### src/rtl/pulse_timer_pkg.sv
// Shared types for the multi-channel pulse/timer engine.
package pulse_timer_pkg;

    localparam int MODE_W = 2;

    typedef enum logic [MODE_W-1:0] {
        MODE_OFF      = 2'd0,
        MODE_ONESHOT  = 2'd1,
        MODE_RETRIG   = 2'd2,
        MODE_PERIODIC = 2'd3
    } mode_e;

    typedef enum logic {
        ST_IDLE = 1'b0,
        ST_RUN  = 1'b1
    } state_e;

endpackage

### src/rtl/pulse_timer_ch.sv
// One timer channel: trigger edge detect, shadow/active period and width,
// phase counter and the IDLE/RUN controller.
module pulse_timer_ch
    import pulse_timer_pkg::*;
#(
    parameter int CNT_W = 8
) (
    input  logic              clk,
    input  logic              rst,
    input  logic              cfg_we,
    input  logic [MODE_W-1:0] cfg_mode,
    input  logic [CNT_W-1:0]  cfg_period,
    input  logic [CNT_W-1:0]  cfg_width,
    input  logic              trig,
    input  logic              stop,
    output logic              pulse_out,
    output logic              busy,
    output logic              done
);

    state_e             state_q;
    state_e             state_d;
    mode_e              mode_q;
    mode_e              mode_new;
    logic [CNT_W-1:0]   period_sh;
    logic [CNT_W-1:0]   width_sh;
    logic [CNT_W-1:0]   period_act;
    logic [CNT_W-1:0]   width_act;
    logic [CNT_W-1:0]   period_new;
    logic [CNT_W-1:0]   width_new;
    logic [CNT_W-1:0]   cnt_q;
    logic [CNT_W-1:0]   cnt_d;
    logic [CNT_W-1:0]   cnt_inc;
    logic               trig_q;
    logic               trig_edge;
    logic               mode_change;
    logic               start;
    logic               load_act;
    logic               pulse_q;
    logic               pulse_d;
    logic               done_q;
    logic               done_d;

    // A write in the same cycle as a trigger or wrap is seen through this bypass.
    assign mode_new    = cfg_we ? mode_e'(cfg_mode) : mode_q;
    assign period_new  = cfg_we ? cfg_period : period_sh;
    assign width_new   = cfg_we ? cfg_width : width_sh;
    assign mode_change = cfg_we && (mode_e'(cfg_mode) != mode_q);
    assign trig_edge   = trig && !trig_q;
    assign cnt_inc     = cnt_q + 1'b1;

    assign start = trig_edge &&
                   ((mode_new == MODE_PERIODIC) ||
                    (mode_new == MODE_RETRIG) ||
                    ((mode_new == MODE_ONESHOT) && (state_q == ST_IDLE)));

    always_ff @(posedge clk or posedge rst) begin
        if (rst) begin
            state_q <= ST_IDLE;
        end else begin
            state_q <= state_d;
        end
    end

    always_comb begin
        state_d  = state_q;
        cnt_d    = cnt_q;
        pulse_d  = pulse_q;
        done_d   = 1'b0;
        load_act = 1'b0;
        if (stop || ((state_q == ST_RUN) && mode_change)) begin
            state_d = ST_IDLE;
            cnt_d   = '0;
            pulse_d = 1'b0;
        end else if (start) begin
            load_act = 1'b1;
            if (mode_new == MODE_PERIODIC) begin
                state_d = ST_RUN;
                cnt_d   = '0;
                pulse_d = (width_new != '0);
            end else if (width_new == '0) begin
                state_d = ST_IDLE;
                cnt_d   = '0;
                pulse_d = 1'b0;
                done_d  = 1'b1;
            end else begin
                state_d = ST_RUN;
                cnt_d   = {{(CNT_W-1){1'b0}}, 1'b1};
                pulse_d = 1'b1;
            end
        end else if (state_q == ST_RUN) begin
            // Counting stops at period/width itself, so the full range never overflows.
            if (mode_q == MODE_PERIODIC) begin
                if (cnt_q == period_act) begin
                    load_act = 1'b1;
                    cnt_d    = '0;
                    pulse_d  = (width_new != '0);
                end else begin
                    cnt_d   = cnt_inc;
                    pulse_d = (cnt_inc < width_act);
                end
            end else if (cnt_q >= width_act) begin
                state_d = ST_IDLE;
                cnt_d   = '0;
                pulse_d = 1'b0;
                done_d  = 1'b1;
            end else begin
                cnt_d = cnt_inc;
            end
        end else begin
            cnt_d   = '0;
            pulse_d = 1'b0;
        end
    end

    always_comb begin
        busy      = (state_q == ST_RUN);
        pulse_out = pulse_q;
        done      = done_q;
    end

    always_ff @(posedge clk or posedge rst) begin
        if (rst) begin
            mode_q     <= MODE_OFF;
            period_sh  <= '0;
            width_sh   <= '0;
            period_act <= '0;
            width_act  <= '0;
            cnt_q      <= '0;
            trig_q     <= 1'b0;
            pulse_q    <= 1'b0;
            done_q     <= 1'b0;
        end else begin
            trig_q  <= trig;
            cnt_q   <= cnt_d;
            pulse_q <= pulse_d;
            done_q  <= done_d;
            if (cfg_we) begin
                mode_q    <= mode_e'(cfg_mode);
                period_sh <= cfg_period;
                width_sh  <= cfg_width;
            end
            if (load_act) begin
                period_act <= period_new;
                width_act  <= width_new;
            end
        end
    end

endmodule

### src/rtl/pulse_timer_nch.sv
// Multi-channel pulse/timer engine: shared config port fanned out to NCH
// independent channels.
module pulse_timer_nch
    import pulse_timer_pkg::*;
#(
    parameter int NCH   = 4,
    parameter int CNT_W = 8,
    parameter int CH_W  = (NCH > 1) ? $clog2(NCH) : 1
) (
    input  logic              clk,
    input  logic              rst,
    input  logic              cfg_we,
    input  logic [CH_W-1:0]   cfg_ch,
    input  logic [MODE_W-1:0] cfg_mode,
    input  logic [CNT_W-1:0]  cfg_period,
    input  logic [CNT_W-1:0]  cfg_width,
    input  logic [NCH-1:0]    trig,
    input  logic [NCH-1:0]    stop,
    output logic [NCH-1:0]    pulse_out,
    output logic [NCH-1:0]    busy,
    output logic [NCH-1:0]    done
);

    logic [NCH-1:0] ch_we;

    // Selects beyond NCH-1 match no channel and are dropped.
    for (genvar i = 0; i < NCH; i++) begin : g_ch
        assign ch_we[i] = cfg_we && (cfg_ch == CH_W'(i));

        pulse_timer_ch #(
            .CNT_W(CNT_W)
        ) u_ch (
            .clk       (clk),
            .rst       (rst),
            .cfg_we    (ch_we[i]),
            .cfg_mode  (cfg_mode),
            .cfg_period(cfg_period),
            .cfg_width (cfg_width),
            .trig      (trig[i]),
            .stop      (stop[i]),
            .pulse_out (pulse_out[i]),
            .busy      (busy[i]),
            .done      (done[i])
        );
    end

endmodule
### config.mk
export PLATFORM = sky130hd
export DESIGN_NAME = pulse_timer_nch
export DESIGN_NICKNAME = d
export VERILOG_FILES = /design/src/rtl/pulse_timer_pkg.sv /design/src/rtl/pulse_timer_ch.sv /design/src/rtl/pulse_timer_nch.sv
export SDC_FILE = /design/constraint.sdc
export NUM_CORES = 1
export LEC_CHECK = 0
export ABC_AREA = 1
export BUFFER_PORTS_ARGS = -buffer_cell sky130_fd_sc_hd__buf_2
export CORE_MARGIN = 2
export CORE_UTILIZATION = 44
export CTS_CLUSTER_SIZE = 16
export DETAILED_ROUTE_END_ITERATION = 10
export HOLD_SLACK_MARGIN = 0.03
export SYNTH_ARGS = -nofsm -noshare
export SYNTH_HDL_FRONTEND = slang
export SYNTH_SLANG_ARGS = --single-unit
### constraint.sdc
create_clock -name clk -period 5.2 [get_ports clk]
set_input_delay 0.52 -clock clk [delete_from_list [all_inputs] [get_ports clk]]
set_output_delay 0.52 -clock clk [all_outputs]
set_load 0.005 [all_outputs]
==> results of run 1 <==
## per-layer routing
metal  track usage (%)  wire length [µm]  vias to the layer above
met5                 0                 0                        -
met4              4.46               199                        0
met3              2.84               455                       13
met2              31.9             10900                       62
met1              27.9             12000                     3733
li1                  -                 -                     4237
## critical path: stages, from the launching register on
cell     delay [ns]
dfrtp_1        0.42
inv_1          0.12
nor3_1         0.34
nand3_1        0.19
nor2_1         0.13
nand2_1        0.07
xor2_1         0.18
inv_1          0.06
ha_1           0.29
nand2_1        0.07
o21a_1         0.18
nand2_1        0.08
nand2_1        0.06
nand3_1        0.07
nand2_1        0.06
nand2_1        0.06
nand2_1        0.05
## cell type report
class / instances / area [µm²] / area share, %
inverters: 220 / 830 / 7.23
clock inverters: 13 / 115 / 1.00
clock buffers: 19 / 433 / 3.77
multi-input cells: 907 / 4870 / 42.4
flip-flops and latches: 184 / 4600 / 40.1
well taps: 319 / 399 / 3.48
repair buffers: 43 / 230 / 2.01
## logic make-up (layout without fill, tap and decap cells)
| family | count (synthesis) | count (layout) |
|---|---|---|
| xor+xnor | 46 | 46 |
| compound gates | 125 | 125 |
| buf+inv | 263 | 295 |
| simple gates | 668 | 668 |
| fa+ha+maj | 68 | 68 |
| flops | 184 | 184 |
## stage by stage
stage          setup WS, ns  cells  util (%)  power (mW)  cell area, µm²
6_report               2.65   1705      48.8        4.14           11500
5_1_grt                2.36   1705      48.8        4.47           11500
4_1_cts                2.63   1705      48.8        4.19           11500
3_5_place_dp           2.44   1673      46.4        2.94           10900
3_3_place_gp           2.52   1673      46.4        2.91           10900
2_1_floorplan          2.32   1354         -        2.69           10600
## synth_stat cells, types with 3 or more instances
library cell	number	area, µm²
nand2_1	412	1550
inv_1	208	781
dfrtp_1	184	4600
nor2_1	101	379
nand3_1	99	495
ha_1	68	851
o21ai_0	46	230
a21oi_1	38	190
xor2_1	25	219
xnor2_1	21	184
nand4_1	20	125
o21ai_1	18	90.1
buf_4	17	128
buf_2	15	75.1
inv_2	11	41.3
buf_6	9	101
o21a_1	8	60.1
nand3_2	7	70.1
a21oi_2	4	35.0
and2_1	4	25.0
nand2_2	4	25.0
nand2_4	4	45.0
nand3b_1	4	30.0
o21bai_1	4	30.0
nor2_2	3	18.8
o22ai_1	3	18.8
## placed cells by master (no fill, tap or decap), types with 20 or more instances in the layout
master   Yosys  final
nand4_1     20     20
nand3_1     99     99
inv_1      208    207
xnor2_1     21     21
xor2_1      25     25
dfrtp_1    184    184
a21oi_1     38     38
nand2_1    412    412
ha_1        68     68
nor2_1     101    101
o21ai_0     46     46
buf_2       15     42
## report_power, final
| part | total (mW) | internal (mW) | leakage (nW) | switching, mW |
|---|---|---|---|---|
| sequential | 1.85 | 1.69 | 2.28 | 0.156 |
| combinational | 1.06 | 0.380 | 3.82 | 0.681 |
| clock | 1.24 | 0.627 | 0.253 | 0.608 |
## worst max-delay path by stage
stage / from / endpoint / slack, ns / depth (start not counted)
floorplan: rst / g_ch[0].u_ch.busy / 2.32 / 1
global placement: cfg_ch[1] / g_ch[0].u_ch.cnt_q[7] / 2.52 / 9
detailed placement: cfg_ch[1] / g_ch[0].u_ch.cnt_q[4] / 2.44 / 9
CTS: g_ch[1].u_ch.cnt_q[0] / g_ch[1].u_ch.pulse_out / 2.63 / 16
global route: g_ch[1].u_ch.cnt_q[0] / g_ch[1].u_ch.pulse_out / 2.36 / 17
finish: g_ch[1].u_ch.cnt_q[0] / g_ch[1].u_ch.pulse_out / 2.65 / 16
## state kept, by name, summed over array words and instances (netlist names)
register	count
g_ch.u_ch.busy	4
g_ch.u_ch.width_act	32
g_ch.u_ch.width_sh	32
g_ch.u_ch.period_act	32
g_ch.u_ch.trig_q	4
g_ch.u_ch.pulse_out	4
g_ch.u_ch.cnt_q	32
g_ch.u_ch.done	4
g_ch.u_ch.mode_q	8
g_ch.u_ch.period_sh	32
==> metrics, run 1 <==
status=completed; drt via density=4.72; CTS clk-pin slew, worst paths=0.07 ns; first-pass GRT wire length=~40000 µm; Yosys reg bits=about 180; routed wire length=roughly 24000 µm; Primary FF master, synth=dfrtp_1; R2R cell count=16; PD cells=361 nW/µm²; RR Endpoint=g_ch[1].u_ch.pulse_out; crit end category=flip-flop; CTS Buf Count=17; Final min period=2.55 ns; adder-cell area share of the yosys netlist=8.02%; H-tree depth=4; CTS tree=done; routed vias=8045; Max Root-Sink Buffers=2; I/O Pins=43; LEAKAGE=6.36 nW; Required @ worst endpoint=between 5 and 6 ns; area of the die=25400 µm²; multiplexer share of the synthesized area=0%; R2R Path Start=g_ch[1].u_ch.cnt_q[0]; simple-gate portion of the synthesized area=27.4%; Hold-fix buffers, CTS=0; skew final=0.0108 ns; r2r setup slk=2.65 ns; wire per inst=13.8 µm; unrepaired setup endpoints after global routing=false; # Max-Cap Violations=0; register area share after synthesis=43.4%; Die W=159 µm; Crit Path Class=flip-flop to flip-flop; row cnt=56; chip height=159 µm; Net count, final=1472; clk sinks=184; hold path endpoint=g_ch[2].u_ch.trig_q; period utilization=49.1%; gpl congestion=0.818; CORE AREA=23500 µm²; worst-path fanout max=4; filler cell count=2390; cell area after synthesis=10600 µm²; antenna diode count=0; Post-synth EDFFs=0; WP data arrival=2.88 ns; setup_tns=0 ns; Remaining DRCs=0; Hold Path Depth=1; Synth Area in XOR/XNOR=3.80%; Synth Net Count=between 1000 and 1500; main combinational cell family by area after synthesis=simple AND/OR/NAND/NOR gates; Post-CTS Setup Repair Bufs=0; Worst IR Drop VDD=0.147 mV; synth unique cells=37; Max Transition Viols Final=0; Initial Util=45.1%; startpoint types=flip-flop; Synth Area in Compound Gates=6.63%; DRT Pass-1 Iters=5; DRT iter0 DRCs=~590; Syn Area/Cell=just under 8 µm²; Ys Warns=0; gr usage total=19.6%; share of cells above drive strength 1=8.51%; fmax=~0.39 GHz; headroom to the max-slew limit=26.7%; initial antenna violation count=0; pin count of the biggest net entering global routing=185; asr flop ratio synth=100%; vias in the first global route=7705; Routed Antenna Nets=0; HPWL after detailed placement=17400 µm; Hold Vio Cnt, Final=0; worst hold slack=0.217 ns; post-cts repair resize count=0; Area Overhead vs Synth=8.20%; Skew-Pair Late Insertion Delay=0.44 ns; # setup viols final=0; worst hold path class=input pin to flip-flop; GR Overflow Total=0; Min-Delay Startpoint=trig[2]; input/output buffers=between 40 and 50; Post-Syn Instances=1354; Root Driver=clkbuf_16; Worst-Margin Slew=between 1 and 1.5 ns
No activity file was read; power rests on OpenSTA's default activity.
==> inputs of run 2 (changes only) <==
==> constraint.sdc (replaced) <==
create_clock -name clk -period 2.3 [get_ports clk]
set_input_delay 0.23 -clock clk [delete_from_list [all_inputs] [get_ports clk]]
set_output_delay 0.23 -clock clk [all_outputs]
set_load 0.005 [all_outputs]
==> run 2 against run 1 <==
Net effect:
- utilization increased by 2.2 points
- hold slack got worse by 0.13 ns
- sequential share of layout area decreased by 1.7 points
- flip-flop and latch count unchanged
- maximum frequency increased by 18%
- combinational power increased by 140%
- via count increased by 3.3%
- non-clock buffer count increased by 45
==> metrics, run 2 (synthesis gave the netlist of run 1 again) <==
Hold Vio Cnt, Final=0 (unchanged); antenna diode count=0 (unchanged); wire per inst=14.1 µm (was 13.8 µm); startpoint types=flip-flop (unchanged); headroom to the max-slew limit=55.3% (was 26.7%); fmax=0.462 GHz (was 0.392 GHz); share of cells above drive strength 1=12.3% (was 8.51%); commonest non-fill, non-tap cell in the layout=nand2_1 (unchanged); r2r setup slk=0.13 ns (was 2.65 ns); Worst IR Drop VDD=0.447 mV (was 0.147 mV); multi-input logic area=4940 µm² (was 4870 µm²); gr usage total=20.0% (was 19.6%); storage element area=4610 µm² (was 4600 µm²); HPWL after detailed placement=18800 µm (was 17400 µm); RR Endpoint=g_ch[1].u_ch.pulse_out (unchanged); input/output buffers=42 (unchanged); first-pass GRT wire length=40800 µm (was 39900 µm); Initial Util=45.1% (unchanged); filler cell count=2334 (was 2390); post-route setup slack=0.134 ns (was 2.65 ns); worst hold path class=input pin to flip-flop (unchanged); LEAKAGE=6.62 nW (was 6.36 nW); Net count, final=1517 (was 1472); Hold Path Depth=4 (was 1); unrepaired setup endpoints after global routing=true (was false); I/O Pins=43 (unchanged); commonest non-fill, non-tap cells in the layout=nand2_1 (412), inv_1 (207), dfrtp_1 (181) (was nand2_1 (412), inv_1 (207), dfrtp_1 (184)); pin count of the biggest net entering global routing=42 (was 185); setup_tns=0 ns (unchanged); Area Overhead vs Synth=13.2% (was 8.20%); gpl congestion=0.871 (was 0.818); routed vias=8309 (was 8045); Crit Path Class=flip-flop to flip-flop (unchanged); Routed Antenna Nets=0 (unchanged); Skew-Pair Late Insertion Delay=0.44 ns (about the same); initial antenna violation count=0 (unchanged); CTS clk-pin slew, worst paths=0.07 ns (about the same); CORE AREA=23500 µm² (unchanged); GR Overflow Total=0 (unchanged); worst-path fanout max=3 (was 4); Die W=159 µm (unchanged); R2R cell count=16 (unchanged); overall power=9.76 mW (was 4.14 mW); clk sinks=184 (unchanged); DRT iter0 DRCs=515 (was 592); routed wire length=24700 µm (was 23500 µm); # setup viols final=0 (unchanged); Required @ worst endpoint=2.63 ns (was 5.53 ns); chip height=159 µm (unchanged); period utilization=94.2% (was 49.1%); R2R Path Start=g_ch[1].u_ch.cnt_q[0] (unchanged); area of the die=25400 µm² (unchanged); Max Transition Viols Final=0 (unchanged); vias in the first global route=7823 (was 7705); Worst-Margin Slew=0.669 ns (was 1.10 ns); Place WS=0.0613 ns (was 2.44 ns); Min-Delay Startpoint=stop[3] (was trig[2]); Max Root-Sink Buffers=2 (unchanged); WP data arrival=2.49 ns (was 2.88 ns); CTS Buf Count=17 (unchanged); Final min period=2.17 ns (was 2.55 ns); drt via density=4.75 (was 4.72); DRT Pass-1 Iters=4 (was 5); Remaining DRCs=0 (unchanged); skew final=0.00996 ns (was 0.0108 ns); crit end category=flip-flop (unchanged); row cnt=56 (unchanged); CTS tree=done (unchanged); hold path endpoint=g_ch[3].u_ch.busy (was g_ch[2].u_ch.trig_q); # Max-Cap Violations=0 (unchanged); status=completed (unchanged); PD cells=813 nW/µm² (was 361 nW/µm²); H-tree depth=4 (unchanged); Root Driver=clkbuf_16 (unchanged)
-- run 2: final cells by class --
cell class	instances	area share (%)
Tap cell	319	3.32
Clock buffer	20	3.89
Clock inverter	12	1.15
Multi-Input combinational cell	907	41.2
Sequential cell	184	38.4
Inverter	220	6.91
Timing Repair Buffer	88	5.18
-- run 2: layer usage --
layer  part of all wire (%)  track usage (%)
met5                      0                0
met4                   0.95             4.75
met3                    2.8             2.87
met2                     46             31.6
met1                     50             29.2
-- run 2: critical path, cell delays in order, from the launching register on --
cell,delay [ns]
dfrtp_1,0.38
buf_4,0.14
ha_1,0.23
nand3_2,0.10
nor2_1,0.04
nand2_1,0.06
xor2_1,0.20
inv_1,0.07
ha_1,0.27
nand2_1,0.06
o21a_1,0.18
nand2_1,0.06
nand2_1,0.05
nand3_1,0.07
nand2_1,0.05
nand2_1,0.06
nand2_1,0.05
-- run 2: how the worst max path moves through the flow --
stage	start	endpoint	cells past startpoint
5_1_grt	g_ch[1].u_ch.cnt_q[1]	g_ch[1].u_ch.pulse_out	16
2_1_floorplan	rst	g_ch[0].u_ch.busy	1
3_3_place_gp	g_ch[1].u_ch.cnt_q[1]	g_ch[1].u_ch.pulse_out	16
6_report	g_ch[1].u_ch.cnt_q[0]	g_ch[1].u_ch.pulse_out	16
4_1_cts	g_ch[1].u_ch.cnt_q[1]	g_ch[1].u_ch.pulse_out	16
3_5_place_dp	g_ch[1].u_ch.cnt_q[1]	g_ch[1].u_ch.pulse_out	16
-- run 2: power breakdown --
group          internal, mW  leakage [nW]  switching, mW  total [mW]
registers              3.83          2.28          0.368        4.19
logic                 0.932          4.05           1.61        2.54
clock network          1.70         0.293           1.32        3.02
total                  6.46          6.62           3.30        9.76
-- run 2: through the flow --
step / instances / util (%) / hold WS (ns) / area (µm²)
6_report: 1750 / 51.0 / 0.0841 / 12000
5_1_grt: 1750 / 51.0 / 0.0704 / 12000
4_1_cts: 1736 / 50.2 / 0.0655 / 11800
3_5_place_dp: 1699 / 47.4 / 0.360 / 11200
3_3_place_gp: 1699 / 47.4 / 0.359 / 11200
2_1_floorplan: 1354 / - / 0.261 / 10600
-- run 2: what timing repair did --
item	in CTS	in global routing
hold endpoints to repair	20	0
hold buffers	5	0
setup buffers	0	14
gates resized for setup	0	18
setup endpoints to repair	0	12
==> inputs of run 3 (changes only) <==
--- a/config.mk
+++ b/config.mk
@@ -7,11 +7,13 @@
 export LEC_CHECK = 0
 export ABC_AREA = 1
 export BUFFER_PORTS_ARGS = -buffer_cell sky130_fd_sc_hd__buf_2
+export CORE_ASPECT_RATIO = 0.75
 export CORE_MARGIN = 2
 export CORE_UTILIZATION = 44
 export CTS_CLUSTER_SIZE = 16
 export DETAILED_ROUTE_END_ITERATION = 10
 export HOLD_SLACK_MARGIN = 0.03
+export SETUP_SLACK_MARGIN = 0.1
 export SYNTH_ARGS = -nofsm -noshare
 export SYNTH_HDL_FRONTEND = slang
 export SYNTH_SLANG_ARGS = --single-unit
==> run 3 against run 2 <==
Net effect:
- first-iteration DRC count up 4.5%
- maximum frequency increased by 2.2%
- clock skew is 0.0015 ns higher
- utilization shrank 0.44 points
- sequential share of layout area is 0.14 points lower
- worst setup slack better by 0.046 ns
- design area rose by 0.43%
- hold slack better by 0.032 ns
- via count up 0.78%
- critical endpoint is now g_ch[3].u_ch.pulse_out
- largest power group unchanged
==> metrics, run 3 (synthesis gave the netlist of run 1 again) <==
wire per inst=14.5 µm (was 14.1 µm); Remaining DRCs=0 (unchanged); # Max-Cap Violations=0 (unchanged); overall power=9.69 mW (was 9.76 mW); HPWL after detailed placement=18600 µm (was 18800 µm); commonest non-fill, non-tap cell in the layout=nand2_1 (unchanged); clk sinks=184 (unchanged); CTS Buf Count=17 (unchanged); worst hold path class=input pin to flip-flop (unchanged); post-route setup slack=0.180 ns (was 0.134 ns); headroom to the max-slew limit=69.1% (was 55.3%); r2r setup slk=0.18 ns (was 0.13 ns); Net count, final=1521 (was 1517); PD cells=803 nW/µm² (was 813 nW/µm²); Hold Vio Cnt, Final=0 (unchanged); RR Endpoint=g_ch[3].u_ch.pulse_out (was g_ch[1].u_ch.pulse_out); Area Overhead vs Synth=13.6% (was 13.2%); Critical Path Stages=14 (was 16); period utilization=92.2% (was 94.2%); Crit Path Class=flip-flop to flip-flop (unchanged); CTS tree=done (unchanged); gr usage total=20.6% (was 20.0%); drt via density=4.81 (was 4.75); crit end category=flip-flop (unchanged); hold path endpoint=g_ch[1].u_ch.busy (was g_ch[3].u_ch.busy); GR Overflow Total=0 (unchanged); placed instance area=11200 µm² (about the same); Min-Delay Startpoint=stop[1] (was stop[3]); Skew-Pair Late Insertion Delay=0.44 ns (about the same); pin count of the biggest net entering global routing=85 (was 42); skew final=0.0114 ns (was 0.00996 ns); unrepaired setup endpoints after global routing=true (unchanged); Final min period=2.12 ns (was 2.17 ns); setup_tns=0 ns (unchanged); input/output buffers=42 (unchanged); final instance area=12100 µm² (was 12000 µm²); Required @ worst endpoint=2.63 ns (about the same); commonest non-fill, non-tap cells in the layout=nand2_1 (412), inv_1 (207), dfrtp_1 (179) (was nand2_1 (412), inv_1 (207), dfrtp_1 (181)); Max Root-Sink Buffers=2 (unchanged); Initial Util=44.5% (was 45.1%); most frequent CP cell=nand2_1 (unchanged); H-tree depth=4 (unchanged); Post-Layout Cell Count=1741 (was 1750); gpl congestion=0.833 (was 0.871); Placed Cells incl. Taps=1690 (was 1699); Hold Path Depth=4 (unchanged); first-pass GRT wire length=41200 µm (was 40800 µm); crit path cell chain=ha_2, nand3_2, and3b_2, xnor2_2, inv_1, ha_1, nand2_1, o21a_1, nand2_1, nand2_1, nand3_1, nand2_1, nand2_1, nand2_1 (was buf_4, ha_1, nand3_2, nor2_1, nand2_1, xor2_1, inv_1, ha_1, nand2_1, o21a_1, nand2_1, nand2_1, nand3_1, nand2_1, nand2_1, nand2_1); Routed Antenna Nets=0 (unchanged); worst-path fanout max=4 (was 3); routed wire length=25200 µm (was 24700 µm); Worst-Margin Slew=0.464 ns (was 0.669 ns); Worst IR Drop VDD=0.563 mV (was 0.447 mV); CTS clk-pin slew, worst paths=0.07 ns (about the same); share of cells above drive strength 1=13.4% (was 12.3%); CP max stage cell=dfrtp_1 (unchanged); CP top delay family=simple AND/OR/NAND/NOR gates (unchanged); startpoint types=flip-flop (unchanged); LEAKAGE=6.65 nW (was 6.62 nW); WP data arrival=2.45 ns (was 2.49 ns); DRT iter0 DRCs=538 (was 515); Worst path max stage delay=0.42 ns (was 0.38 ns); I/O Pins=43 (unchanged); initial antenna violation count=0 (unchanged); Max Transition Viols Final=0 (unchanged); routed vias=8374 (was 8309); R2R Path Start=g_ch[3].u_ch.cnt_q[1] (was g_ch[1].u_ch.cnt_q[0]); antenna diode count=0 (unchanged); Root Driver=clkbuf_16 (unchanged); # setup viols final=0 (unchanged); row cnt=49 (was 56); chip height=138 µm (was 159 µm); worst hold slack=0.116 ns (was 0.0841 ns); CORE AREA=23800 µm² (was 23500 µm²); Die W=183 µm (was 159 µm); DRT Pass-1 Iters=7 (was 4); vias in the first global route=7799 (was 7823); worst path bufs/invs=1 (was 2); R2R cell count=14 (was 16); final core utilization=50.6% (was 51.0%); fmax=0.472 GHz (was 0.462 GHz); area of the die=25400 µm² (about the same); Place WS=0.0613 ns (about the same); status=completed (unchanged)
run 3: cell type report:
type,instances,area [µm²]
fillers,2301,11800
well taps,306,383
repair buffers,92,661
clock inverters,14,130
multi-input cells,907,5000
flip-flops and latches,184,4610
inverters,220,830
clock buffers,18,439
run 3: worst reg2reg max path, cell delays in order (launching register included):
cell and delay [ns]:
dfrtp_1 0.42, ha_2 0.22, nand3_2 0.08, and3b_2 0.26
xnor2_2 0.12, inv_1 0.06, ha_1 0.28, nand2_1 0.06
o21a_1 0.18, nand2_1 0.06, nand2_1 0.05, nand3_1 0.08
nand2_1 0.05, nand2_1 0.05, nand2_1 0.04
run 3: report_power, final:
part	internal (mW)	leakage (nW)	switching, mW
registers	3.82	2.27	0.392
clock network	1.46	0.278	1.43
logic	0.954	4.09	1.62
run 3: worst max-delay path by stage:
| stage | startpoint | endpoint |
|---|---|---|
| finish | g_ch[3].u_ch.cnt_q[1] | g_ch[3].u_ch.pulse_out |
| floorplan | rst | g_ch[0].u_ch.busy |
| detailed placement | g_ch[2].u_ch.cnt_q[0] | g_ch[2].u_ch.pulse_out |
| global route | g_ch[1].u_ch.cnt_q[0] | g_ch[1].u_ch.pulse_out |
| CTS | g_ch[1].u_ch.cnt_q[0] | g_ch[1].u_ch.pulse_out |
| global placement | g_ch[1].u_ch.cnt_q[0] | g_ch[1].u_ch.pulse_out |
run 3: timing repair:
item,4_1_cts,5_1_grt
hold endpoints to repair,15,0
endpoints found under the setup margin,2,20
resized for setup,3,29
hold buffers,5,0
pin swaps,0,23
buffers inserted,1,13
run 3: metal layers:
layer | vias up | track usage, % | wire length (µm)
met2 | 125 | 28.9 | 10300
met1 | 3887 | 33.0 | 13900
met3 | 18 | 3.29 | 720
li1 | 4344 | - | -
met4 | 0 | 4.51 | 312
met5 | - | 0 | 0
